==> src/rtl/tristate_tx_driver_pkg.sv <==
// Shared definitions for the tristate transmit driver and its sub-modules.
//
// Contents:
//   DEFAULT_WIDTH - default data word width, shared with the buffer bench
//   DEFAULT_TURN  - default turnaround length in cycles
//   state_t       - framing state encoding (3-bit)
package tristate_tx_driver_pkg;

  localparam int DEFAULT_WIDTH = 8;
  localparam int DEFAULT_TURN  = 2;

  typedef enum logic [2:0] {
    ST_IDLE  = 3'd0,
    ST_START = 3'd1,
    ST_SHIFT = 3'd2,
    ST_STOP  = 3'd3,
    ST_TURN  = 3'd4
  } state_t;

endpackage

==> src/rtl/tristate_tx_driver_down_counter.sv <==
// Loadable decrementing counter with a zero flag. It is used once to count
// data bits and once to count turnaround cycles.
//
// Ports:
//   clk, rst    - clock and asynchronous active-high reset
//   load        - load load_value (takes priority over dec)
//   load_value  - value to load
//   dec         - decrement by one; holds at zero rather than wrapping
//   zero        - count is zero
module down_counter
  import tristate_tx_driver_pkg::*;
#(
  parameter int W = 4
) (
  input  logic         clk,
  input  logic         rst,
  input  logic         load,
  input  logic [W-1:0] load_value,
  input  logic         dec,
  output logic         zero
);

  logic [W-1:0] count;

  // Load wins over decrement. The counter saturates at zero so that a stray
  // decrement can never wrap it into a long, bogus count.
  always_ff @(posedge clk or posedge rst) begin
    if (rst) begin
      count <= '0;
    end else if (load) begin
      count <= load_value;
    end else if (dec && (count != '0)) begin
      count <= count - 1'b1;
    end
  end

  assign zero = (count == '0);

endmodule

==> src/rtl/tristate_tx_driver.sv <==
// Serializing driver that feeds the data and enable inputs of a tristate
// output buffer. A word accepted over valid/ready is framed as a start bit
// (0), then the data MSB-first, then a stop bit (1). After the frame, en is
// held low for TURN cycles so that another driver can take the line.
//
// Ports:
//   clk, rst   - clock and asynchronous active-high reset
//   din        - parallel word to transmit
//   din_valid  - din is presented
//   din_ready  - driver is idle and accepts a word
//   d, en      - registered data and enable to the tristate buffer
//   busy       - a frame or turnaround is in progress
//   done       - one-cycle pulse in the cycle after the stop bit
module tristate_tx_driver
  import tristate_tx_driver_pkg::*;
#(
  parameter int WIDTH = DEFAULT_WIDTH,
  parameter int TURN  = DEFAULT_TURN
) (
  input  logic             clk,
  input  logic             rst,
  input  logic [WIDTH-1:0] din,
  input  logic             din_valid,
  output logic             din_ready,
  output logic             d,
  output logic             en,
  output logic             busy,
  output logic             done
);

  localparam int BIT_CW  = $clog2(WIDTH) + 1;
  localparam int TURN_CW = $clog2(TURN + 1) + 1;
  localparam logic [BIT_CW-1:0]  BIT_LOAD  = BIT_CW'(WIDTH - 1);
  localparam logic [TURN_CW-1:0] TURN_LOAD = TURN_CW'((TURN > 0) ? TURN - 1 : 0);

  state_t           state, next_state;
  logic [WIDTH-1:0] shreg, shreg_next;
  logic             bit_load, bit_dec, bit_zero;
  logic             turn_load, turn_dec, turn_zero;
  logic             d_next, en_next, done_next;

  down_counter #(.W(BIT_CW)) u_bit_cnt (
    .clk        (clk),
    .rst        (rst),
    .load       (bit_load),
    .load_value (BIT_LOAD),
    .dec        (bit_dec),
    .zero       (bit_zero)
  );

  down_counter #(.W(TURN_CW)) u_turn_cnt (
    .clk        (clk),
    .rst        (rst),
    .load       (turn_load),
    .load_value (TURN_LOAD),
    .dec        (turn_dec),
    .zero       (turn_zero)
  );

  // State, shift register and line outputs are all registered. d/en/done are
  // computed from the next state so that they change on the same edge as the
  // state, and the buffer never sees a combinational glitch.
  always_ff @(posedge clk or posedge rst) begin
    if (rst) begin
      state <= ST_IDLE;
      shreg <= '0;
      d     <= 1'b0;
      en    <= 1'b0;
      done  <= 1'b0;
    end else begin
      state <= next_state;
      shreg <= shreg_next;
      d     <= d_next;
      en    <= en_next;
      done  <= done_next;
    end
  end

  // Next-state logic. The shift register is loaded only on accept, so din
  // changes during a frame cannot affect the transmitted word. The shift
  // happens on the edges that leave a SHIFT cycle, which makes the post-shift
  // MSB the next data bit to put on the line.
  always_comb begin
    next_state = state;
    shreg_next = shreg;
    bit_load   = 1'b0;
    bit_dec    = 1'b0;
    turn_load  = 1'b0;
    turn_dec   = 1'b0;
    case (state)
      ST_IDLE: begin
        if (din_valid) begin
          shreg_next = din;
          next_state = ST_START;
        end
      end
      ST_START: begin
        bit_load   = 1'b1;
        next_state = ST_SHIFT;
      end
      ST_SHIFT: begin
        shreg_next = shreg << 1;
        if (bit_zero) begin
          next_state = ST_STOP;
        end else begin
          bit_dec = 1'b1;
        end
      end
      ST_STOP: begin
        if (TURN > 0) begin
          turn_load  = 1'b1;
          next_state = ST_TURN;
        end else begin
          next_state = ST_IDLE;
        end
      end
      ST_TURN: begin
        if (turn_zero) begin
          next_state = ST_IDLE;
        end else begin
          turn_dec = 1'b1;
        end
      end
      default: next_state = ST_IDLE;
    endcase
  end

  // Line values that take effect with the next state. The start bit and the
  // idle/turnaround line are 0, and the stop bit is 1.
  always_comb begin
    en_next   = (next_state == ST_START) || (next_state == ST_SHIFT) ||
                (next_state == ST_STOP);
    d_next    = 1'b0;
    done_next = (state == ST_STOP);
    if (next_state == ST_SHIFT) begin
      d_next = shreg_next[WIDTH-1];
    end else if (next_state == ST_STOP) begin
      d_next = 1'b1;
    end
  end

  assign din_ready = (state == ST_IDLE);
  assign busy      = (state != ST_IDLE);

endmodule

==> config.mk <==
export PLATFORM = sky130hd
export DESIGN_NAME = tristate_tx_driver
export DESIGN_NICKNAME = d
export VERILOG_FILES = /design/src/rtl/tristate_tx_driver_pkg.sv /design/src/rtl/tristate_tx_driver_down_counter.sv /design/src/rtl/tristate_tx_driver.sv
export SDC_FILE = /design/constraint.sdc
export NUM_CORES = 1
export LEC_CHECK = 0
export BUFFER_PORTS_ARGS = -buffer_cell sky130_fd_sc_hd__buf_2
export CELL_PAD_IN_SITES_DETAIL_PLACEMENT = 1
export CELL_PAD_IN_SITES_GLOBAL_PLACEMENT = 2
export CORE_MARGIN = 5
export CORE_UTILIZATION = 38
export DETAILED_ROUTE_END_ITERATION = 6
export GPL_TIMING_DRIVEN = 1
export PLACE_DENSITY_LB_ADDON = 0.1
export SYNTH_ARGS = -nofsm -noshare
export SYNTH_HDL_FRONTEND = slang
export SYNTH_SLANG_ARGS = --single-unit
export TNS_END_PERCENT = 20
==> constraint.sdc <==
create_clock -name clk -period 4.25 [get_ports clk]
set_clock_uncertainty 0.2 [all_clocks]
set_input_delay 1.275 -clock clk [delete_from_list [all_inputs] [get_ports clk]]
set_output_delay 1.275 -clock clk [all_outputs]
set_load 0.005 [all_outputs]
# Yosys cells after proc, flatten, opt, wreduce, memory -nomap -nowiden
# Cells that the tools add are included.
totals:
  register_bits: 21
  elab_cells: 50
  input_bits: 11
  out_inout_bits: 5
op_classes:
  muxes: 18
  eq_ne: 8
  addsub: 2
  reduce_logical: 14
op_table:
  columns: ["op", "n"]
  rows:
  - ["$pmux W8 S2", 1]
  - ["$mux W3", 5]
  - ["$pmux W3 S5", 1]
  - ["$eq A3 B2 Y1 const B", 4]
  - ["$mux W1", 8]
  - ["$mux W4", 2]
  - ["$mux W8", 1]
  - ["$eq A3 B1 Y1 const B", 2]
  - ["$logic_not A3 Y1", 2]
  - ["$reduce_bool A2 Y1", 3]
  - ["$reduce_bool A3 Y1", 2]
  - ["$logic_not A4 Y1", 1]
  - ["$reduce_bool A4 Y1", 1]
  - ["$sub A4 B1 Y4 const B", 1]
  - ["$eq A3 B3 Y1 const B", 1]
  - ["$sub A3 B1 Y3 const B", 1]
  - ["$logic_and A1 B1 Y1", 2]
  - ["$logic_or A1 B1 Y1", 2]
  - ["$ne A2 B2 Y1 const B", 1]
  - ["$reduce_and A2 Y1", 1]

# Longest topological paths before layout
# Gate-level depths: netlist (run 1).
depth:
  word_depth: 6
  mapped_depth: 5
  mapped_depth_nobuf: 5

# Modules after synthesis
# Synthesis (run 1) repeated with hierarchy kept, for this count alone.
hier_totals:
  cells_unflattened: 107
  hier_area_um2: 1152.4
modules_own_cells:
  columns: ["module", "area_per_inst_um2", "seq_area_each_um2", "n_inst", "cells_per_inst"]
  rows:
  - ["tristate_tx_driver", 696.9, 350.3, 1, 59]
  - ["down_counter at u_bit_cnt", 261.5, 100.1, 1, 28]
  - ["down_counter at u_turn_cnt", 193.9, 75.1, 1, 20]

# Least setup slack after synthesis (run 1)
# No wires, ideal clock.
synth_path:
  path_kind: "reg-to-output"
  start: "register state[0]"
  end: "output din_ready"
  slack_ns: 1.814
  t_required_ns: 2.775
  t_arrival_ns: 0.961
  path_stages_with_launch: 4
  path_buffers: 1
  path_cell_list: "dfrtp_1 -> buf_6 -> or3_1 -> inv_1"
synth_between:
  elab_chain_cells: 1
synth_rtl:
  columns: ["element", "line", "rtl"]
  rows:
  - ["start, declared", "tristate_tx_driver.sv:36", "state_t state, next_state;"]
  - ["start signal, assigned", "tristate_tx_driver.sv:71", "state <= next_state;"]
  - ["$logic_not A3 Y1", "tristate_tx_driver.sv:142", "assign din_ready = (state == ST_IDLE);"]
  - ["end, declared", "tristate_tx_driver.sv:24", "output logic din_ready,"]
# Every way passes these cells.

# Worst setup path in the final report (run 1)
layout_path:
  start: "register state[1]"
  end: "output din_ready"
# Same word-level chain as after synthesis.

==> impl_metrics.env, run 1 <==
export IMPL_die_area_um2=4100
export IMPL_hpwl_um=1740
export IMPL_worstSetupStartpointType="flop"
export IMPL_worst_slew_pin_slew_ns=0.797
export IMPL_crit_path_end_kind="primary output"
export IMPL_min_period_ns=3.04
export IMPL_cts_sinks=21
export IMPL_vdd_ir_drop_max_mv=0.345
export IMPL_clock_latency_ns=0.31
export IMPL_start_util=0.399
export IMPL_async_reset_ff_frac=1.00
export IMPL_slew_viol_final=0
export IMPL_vias_per_cell=5.47
export IMPL_fillers=325
export IMPL_clockRootBuffer="clkbuf_4"
export IMPL_grt_pass1_wl_um=4100
export IMPL_placed_area_um2=1190
export IMPL_reg2reg_to="shreg[6]"
export IMPL_synthCells=107
export IMPL_synth_cell_types=35
export IMPL_vias=832
export IMPL_drc=0
export IMPL_cts_max_level=1
export IMPL_worst_setup_path_type="reg -> out"
export IMPL_tns_ns=0
export IMPL_die_x_um=64.0
export IMPL_core_um2=2780
export IMPL_row_count=19
export IMPL_n_antenna_cell=0
export IMPL_rsz0062_at_grt="no"
export IMPL_synth_warning_count=0
export IMPL_fin_cells=152
export IMPL_clockBufferDepth=2
export IMPL_ys_seq_area_frac=0.474
export IMPL_outcome="finished clean"
export IMPL_min_path_cells=1
export IMPL_grt_use_total=0.127
export IMPL_relSlewSlack=0.466
export IMPL_die_y_um=64.0
export IMPL_finalSetupViolCount=0
export IMPL_crit_fanout=16
export IMPL_tritoncts="done"
export IMPL_cts_repair_resized=0
export IMPL_design_area_um2=1220
export IMPL_fin_util=0.438
export IMPL_cp_required_ns=2.77
export IMPL_first_global_vias=865
export IMPL_totalWireLength_um=2360
export IMPL_postCtsSetupRepairBufs=0
export IMPL_layout_commonest_cell="dfrtp_1"
export IMPL_drt_initial_drc_count=13
export IMPL_worstHoldStart="shreg[2]"
export IMPL_path_clk_slew_ns=0.12
export IMPL_holdPathEnd="shreg[2]"
export IMPL_placedCellCount=148
export IMPL_layout_drive_gt1_share=0.207
export IMPL_finalNetCount=136
export IMPL_antenna_found_initial=0
export IMPL_hold_class="reg -> reg"
export IMPL_portBuffers=15
export IMPL_place_congestion=0.768
export IMPL_syn_area_per_cell_um2=10.4
export IMPL_final_cell_mix="dfrtp_1, buf_2, o21ai_0"
export IMPL_power_density_nw_per_um2=716
export IMPL_cts_hold_buf=0
export IMPL_max_freq_mhz=329
export IMPL_worstPathArrival_ns=1.57
export IMPL_hold_viol=0
export IMPL_ant_nets=0
export IMPL_synthFlopType="dfrtp_1"
export IMPL_maxCapViolCount=0
export IMPL_yosys_register_bits=21
export IMPL_netlist_area_um2=1110
export IMPL_fin_crit_sh=0.716
export IMPL_reg2regPathDepth=3
export IMPL_grt_max_degree=22
export IMPL_grt_overflow=0
export IMPL_rr_startpoint="state[1]"
export IMPL_areaGrowthSynthToFinish_pct=9.81
export IMPL_io_pins=16
export IMPL_rrSetupSlack_ns=2.11
export IMPL_synth_nets=121
export IMPL_dr_pass1_iters=4
export IMPL_synth_edff_count=0
export IMPL_p_leak_nw=0.591
export IMPL_wl_per_cell_um=15.5
export IMPL_numCtsBuffers=3
==> critical path, stage by stage, from the launching register on <==
cell and delay [ns]:
dfrtp_1 0.59, or3_1 0.50, inv_1 0.07, buf_2 0.11
==> worst max path at each step <==
stage / startpoint / to / slack (ns) / depth (start not counted)
CTS: state[1] / din_ready / 1.20 / 3
global placement: state[1] / din_ready / 1.59 / 3
finish: state[1] / din_ready / 1.21 / 3
detailed placement: state[0] / din_ready / 1.56 / 3
global route: state[1] / din_ready / 1.12 / 3
floorplan: state[0] / din_ready / 1.81 / 3
==> cell type report <==
| class | instances | area [µm²] | area share |
|---|---|---|---|
| multi-input cells | 74 | 527 | 0.432 |
| repair buffers | 15 | 75.1 | 0.0616 |
| well taps | 31 | 38.8 | 0.0318 |
| inverters | 7 | 26.3 | 0.0216 |
| flip-flops and latches | 21 | 526 | 0.431 |
| clock buffers | 4 | 26.3 | 0.0216 |
==> cell usage after synthesis (2+ instances only) <==
cell type | count | area (µm²)
nand4b_1 | 2 | 17.5
nand2_1 | 3 | 11.3
inv_1 | 7 | 26.3
ha_1 | 3 | 37.5
nor3_1 | 3 | 15.0
o211ai_1 | 4 | 30.0
a21oi_1 | 2 | 10.0
buf_2 | 4 | 20.0
and3_1 | 2 | 12.5
o21ai_0 | 9 | 45.0
a22o_1 | 7 | 61.3
nor2_1 | 6 | 22.5
nand3_1 | 2 | 10.0
a21o_1 | 7 | 52.6
nor2b_1 | 3 | 18.8
dfrtp_1 | 21 | 526
nand2b_1 | 4 | 25.0
==> metal layers <==
metal  share of wire  wire (µm)  track usage  vias to the layer above
met5               0          0            0                        -
met4           0.016         38       0.0545                        0
met3           0.031         72       0.0298                        4
met2            0.45       1050        0.185                        9
met1            0.51       1200        0.179                      406
li1                -          -            -                      413
==> per-stage QoR <==
stage	setup WS (ns)	hold WS (ns)	power (mW)
floorplan	1.81	0.249	0.688
global placement	1.59	0.259	0.778
detailed placement	1.56	0.266	0.789
CTS	1.20	0.293	0.890
global route	1.12	0.316	0.971
finish	1.21	0.288	0.873
==> flip-flops by register name, indices dropped and copies added (netlist names) <==
signal            count
shreg                 8
u_bit_cnt.count       4
state                 3
u_turn_cnt.count      3
d                     1
done                  1
en                    1
==> cells by family (layout without fill, tap and decap cells) <==
logic type                 after synthesis  count (layout)  share of synthesized area
AOI/OAI and AO/OA                       33              33                      0.212
and+or+nand+nor                         36              36                      0.212
DFF                                     21              21                      0.474
xor gates and xnor gates                 1               1                    0.00789
buffers and inverters                   12              26                     0.0519
muxes                                    1               1                    0.00902
adders and majority gates                3               3                     0.0338
==> where the power goes <==
part | switching (mW) | internal (mW) | total, mW
logic | 0.195 | 0.188 | 0.383
registers | 0.106 | 0.285 | 0.391
clock network | 0.0618 | 0.0366 | 0.0984
No activity file was read; power rests on OpenSTA's default activity.
==> run 2: changes to the inputs <==
--- a/config.mk
+++ b/config.mk
@@ -9,7 +9,7 @@
 export CELL_PAD_IN_SITES_DETAIL_PLACEMENT = 1
 export CELL_PAD_IN_SITES_GLOBAL_PLACEMENT = 2
 export CORE_MARGIN = 5
-export CORE_UTILIZATION = 38
+export CORE_UTILIZATION = 35
 export DETAILED_ROUTE_END_ITERATION = 6
 export GPL_TIMING_DRIVEN = 1
 export PLACE_DENSITY_LB_ADDON = 0.1
==> constraint.sdc (replaced) <==
create_clock -name clk -period 3.16 [get_ports clk]
set_clock_uncertainty 0.2 [all_clocks]
set_input_delay 0.948 -clock clk [delete_from_list [all_inputs] [get_ports clk]]
set_output_delay 0.948 -clock clk [all_outputs]
set_load 0.005 [all_outputs]
==> run 2 against run 1 <==
  * Clock power increased by 36%
  * Flip-flop and latch count is the same
  * Final cell count is 8.6% higher
  * Design area grew 1.4%
  * Setup slack worse by 0.78 ns
  * Core utilization down 3.3 points
  * Critical path depth is the same
  * Critical path type unchanged
==> impl_metrics.env, run 2 (synthesis gave the netlist of run 1 again) <==
export IMPL_grt_pass1_wl_um=4150
export IMPL_min_period_ns=2.73
export IMPL_maxCapViolCount=0
export IMPL_hold_class="reg -> reg"
export IMPL_fillers=367
export IMPL_crit_path_end_kind="primary output"
export IMPL_crit_family="flip-flops"
export IMPL_vdd_ir_drop_max_mv=0.482
export IMPL_antenna_found_initial=0
export IMPL_cp_slowest_stage_delay_ns=0.61
export IMPL_finalNetCount=136
export IMPL_rsz0062_at_grt="no"
export IMPL_clockRootBuffer="clkbuf_4"
export IMPL_clockBufferDepth=2
export IMPL_wl_per_cell_um=14.6
export IMPL_tritoncts="done"
export IMPL_cts_sinks=21
export IMPL_cts_hold_buf=0
export IMPL_setup_ws_ns=0.432
export IMPL_place_congestion=0.729
export IMPL_worstPathArrival_ns=1.58
export IMPL_max_freq_mhz=367
export IMPL_design_area_um2=1240
export IMPL_io_pins=16
export IMPL_hold_viol=0
export IMPL_fin_crit_sh=0.863
export IMPL_drt_initial_drc_count=37
export IMPL_portBuffers=15
export IMPL_routed_wl_met3_um=80
export IMPL_power_total_mw=1.18
export IMPL_worst_slew_pin_slew_ns=0.831
export IMPL_vias=845
export IMPL_grt_use_total=0.123
export IMPL_first_global_vias=833
export IMPL_crit_fanout=17
export IMPL_die_y_um=66.3
export IMPL_tns_ns=0
export IMPL_finalSetupViolCount=0
export IMPL_grt_overflow=0
export IMPL_hpwl_um=1740
export IMPL_numCtsBuffers=3
export IMPL_met2_length_um=1100
export IMPL_whs_ns=0.297
export IMPL_vias_per_cell=5.12
export IMPL_cp_cell_sequence="or3_1, inv_1, buf_2"
export IMPL_cts_max_level=1
export IMPL_postCtsSetupRepairBufs=0
export IMPL_final_cell_mix="dfrtp_1, buf_2, o21ai_0"
export IMPL_clock_latency_ns=0.31
export IMPL_path_clk_slew_ns=0.12
export IMPL_die_x_um=66.3
export IMPL_relSlewSlack=0.444
export IMPL_grt_max_degree=22
export IMPL_slew_viol_final=0
export IMPL_dr_max_layer_used="met4"
export IMPL_regMostFlops="shreg"
export IMPL_core_um2=3050
export IMPL_top_regs="shreg x8, u_bit_cnt.count x4"
export IMPL_power_density_nw_per_um2=958
export IMPL_rrSetupSlack_ns=1.02
export IMPL_outcome="finished clean"
export IMPL_p_leak_nw=0.594
export IMPL_drc=0
export IMPL_row_count=20
export IMPL_dr_pass1_iters=4
export IMPL_ant_nets=0
export IMPL_start_util=0.364
export IMPL_cts_repair_resized=0
export IMPL_totalWireLength_um=2410
export IMPL_pre_cts_slack_ns=0.776
export IMPL_wl_met1_um=1210
export IMPL_die_area_um2=4400
export IMPL_layout_drive_gt1_share=0.215
export IMPL_placed_area_um2=1210
export IMPL_areaGrowthSynthToFinish_pct=11.4
export IMPL_path_buf_inv=2
export IMPL_largest_reg_flops=8
export IMPL_layout_commonest_cell="dfrtp_1"
export IMPL_n_antenna_cell=0
export IMPL_worst_setup_path_type="reg -> out"
export IMPL_worstSetupStartpointType="flop"
export IMPL_cpMaxStageDelayCell="dfrtp_1"
export IMPL_cp_required_ns=2.01
## run 2: cell count changes in the layout (fill, tap and decap cells not counted), sizes merged
cell / before / now
clkbuf: 4 / 3
clkinv: 0 / 1
## run 2: layer usage
layer	GRT usage	vias up
met5	0	-
met4	0.0457	0
met3	0.0238	2
met2	0.191	10
met1	0.167	421
li1	-	412
## run 2: area by class of cell
cell class                      count  area (µm²)  share of cell area
Multi-Input combinational cell     74         527               0.426
Sequential cell                    21         526               0.425
Timing Repair Buffer               15        75.1              0.0607
Tap cell                           44        55.1              0.0445
Inverter                            7        26.3              0.0213
Clock buffer                        3        22.5              0.0182
Clock inverter                      1        5.00             0.00405
## run 2: where the power goes
group | internal (mW) | leakage [nW] | switching [mW] | total [mW]
logic | 0.254 | 0.319 | 0.268 | 0.523
registers | 0.383 | 0.258 | 0.145 | 0.527
clock network | 0.0472 | 0.0177 | 0.0870 | 0.134
## run 2: worst paths after layout
path,from,to,cells past startpoint
max reg2reg,state[1],shreg[1],3
max in group asynchronous,rst,state[2],2
min,shreg[4],shreg[4],1
min reg2reg,shreg[4],shreg[4],1
min in group asynchronous,rst,u_bit_cnt.count[2],2
max,state[0],din_ready,3
## run 2: stage by stage
| stage | util | std cells |
|---|---|---|
| 2_1_floorplan | - | 107 |
| 3_3_place_gp | 0.396 | 161 |
| 3_5_place_dp | 0.396 | 161 |
| 4_1_cts | 0.405 | 165 |
| 5_1_grt | 0.405 | 165 |
| 6_report | 0.405 | 165 |
==> run 3: changes to the inputs <==
--- a/config.mk
+++ b/config.mk
@@ -9,7 +9,8 @@
 export CELL_PAD_IN_SITES_DETAIL_PLACEMENT = 1
 export CELL_PAD_IN_SITES_GLOBAL_PLACEMENT = 2
 export CORE_MARGIN = 5
-export CORE_UTILIZATION = 35
+export CORE_UTILIZATION = 37
+export CTS_BUF_LIST = sky130_fd_sc_hd__clkbuf_4 sky130_fd_sc_hd__clkbuf_8
 export DETAILED_ROUTE_END_ITERATION = 6
 export GPL_TIMING_DRIVEN = 1
 export PLACE_DENSITY_LB_ADDON = 0.1
==> run 3 against run 2 <==
  * Setup slack got worse by 0.014 ns
  * Clock power increased by 3%
  * Core utilization increased by 3.1 points
  * Fmax decreased by 0.52%
  * Die area decreased by 4.6%
  * Worst hold slack got worse by 0.0026 ns
  * First-iteration DRC count increased by 2.7%
  * Global-route usage increased by 0.20 points
  * Flip-flop and latch count unchanged
  * Design area decreased by 1.1%
  * Critical path type unchanged
==> impl_metrics.env, run 3 (synthesis gave the netlist of run 1 again) <==
export IMPL_clockRootBuffer="clkbuf_4"
export IMPL_grt_pass1_wl_um=4110
export IMPL_crit_fanout=17
export IMPL_worst_slew_pin_slew_ns=0.828
export IMPL_grt_max_degree=22
export IMPL_clock_latency_ns=0.30
export IMPL_relSlewSlack=0.446
export IMPL_wl_per_cell_um=16.1
export IMPL_tns_ns=0
export IMPL_whs_ns=0.294
export IMPL_worstPathArrival_ns=1.59
export IMPL_setup_ws_ns=0.417
export IMPL_antenna_found_initial=0
export IMPL_finalSetupViolCount=0
export IMPL_vdd_ir_drop_max_mv=0.532
export IMPL_path_clk_slew_ns=0.12
export IMPL_hpwl_um=1860
export IMPL_die_area_um2=4190
export IMPL_hold_class="reg -> reg"
export IMPL_numCtsBuffers=3
export IMPL_die_y_um=64.8
export IMPL_drc=0
export IMPL_hold_viol=0
export IMPL_maxCapViolCount=0
export IMPL_drt_initial_drc_count=38
export IMPL_power_density_nw_per_um2=977
export IMPL_clockBufferDepth=2
export IMPL_max_freq_mhz=365
export IMPL_power_total_mw=1.19
export IMPL_finalNetCount=136
export IMPL_layout_commonest_cell="dfrtp_1"
export IMPL_rsz0062_at_grt="no"
export IMPL_start_util=0.396
export IMPL_tritoncts="done"
export IMPL_vias=842
export IMPL_n_antenna_cell=0
export IMPL_design_area_um2=1220
export IMPL_vias_per_cell=5.54
export IMPL_largest_reg_flops=8
export IMPL_regMostFlops="shreg"
export IMPL_core_um2=2810
export IMPL_min_period_ns=2.74
export IMPL_crit_path_end_kind="primary output"
export IMPL_p_leak_nw=0.595
export IMPL_top_regs="shreg x8, u_bit_cnt.count x4"
export IMPL_postCtsSetupRepairBufs=0
export IMPL_cts_repair_resized=0
export IMPL_totalWireLength_um=2450
export IMPL_io_pins=16
export IMPL_worstSetupStartpointType="flop"
export IMPL_dr_pass1_iters=3
export IMPL_first_global_vias=866
export IMPL_portBuffers=15
export IMPL_cp_required_ns=2.01
export IMPL_cts_hold_buf=0
export IMPL_areaGrowthSynthToFinish_pct=10.1
export IMPL_fin_cells=152
export IMPL_outcome="finished clean"
export IMPL_grt_overflow=0
export IMPL_cts_max_level=1
export IMPL_row_count=19
export IMPL_fin_crit_sh=0.868
export IMPL_pre_cts_slack_ns=0.764
export IMPL_grt_use_total=0.125
export IMPL_fillers=331
export IMPL_placedCellCount=148
export IMPL_ant_nets=0
export IMPL_multi_input_area_um2=527
export IMPL_fin_util=0.436
export IMPL_layout_drive_gt1_share=0.215
export IMPL_slew_viol_final=0
export IMPL_worst_setup_path_type="reg -> out"
export IMPL_cts_sinks=21
export IMPL_die_x_um=64.8
export IMPL_place_congestion=0.781
export IMPL_regArea_um2=526
export IMPL_placed_area_um2=1190
export IMPL_final_cell_mix="dfrtp_1, buf_2, o21ai_0"
==> run 3: changes by cell type in the layout (fill, tap and decap cells not counted), sizes merged <==
cell and delta:
clkbuf +1, clkinv -1
==> run 3: area by class of cell <==
class                           count  share of cell area
Clock buffer                        4              0.0246
Inverter                            7              0.0215
Multi-Input combinational cell     74               0.431
Sequential cell                    21               0.430
Tap cell                           31              0.0317
Timing Repair Buffer               15              0.0614
==> run 3: power by group <==
group          leakage (nW)  internal (mW)  switching, mW
Clock                0.0184         0.0577         0.0804
Sequential            0.258          0.383          0.145
Combinational         0.319          0.254          0.275
==> run 3: layer usage <==
| metal | track usage | vias to the layer above | wire length (µm) |
|---|---|---|---|
| met5 | 0 | - | 0 |
| met4 | 0.0396 | 0 | 13 |
| met3 | 0.0225 | 2 | 59 |
| met2 | 0.192 | 7 | 1190 |
| met1 | 0.177 | 419 | 1180 |
| li1 | - | 414 | - |
==> run 3: worst max-delay path, cell delays in order (launching register included) <==
cell and delay (ns):
dfrtp_1 0.60, or3_1 0.49, inv_1 0.09, buf_2 0.12
==> run 3: path summary, 6_finish.rpt <==
path | depth (start not counted) | startpoint | to | slack [ns]
worst min-delay path | 1 | shreg[6] | shreg[6] | 0.29
worst max register to register | 3 | state[1] | shreg[5] | 1.02
worst max-delay path | 3 | state[0] | din_ready | 0.42
max in group asynchronous | 2 | rst | u_turn_cnt.count[1] | 1.70
worst min register to register | 1 | shreg[6] | shreg[6] | 0.29
min in group asynchronous | 2 | rst | d | 0.57
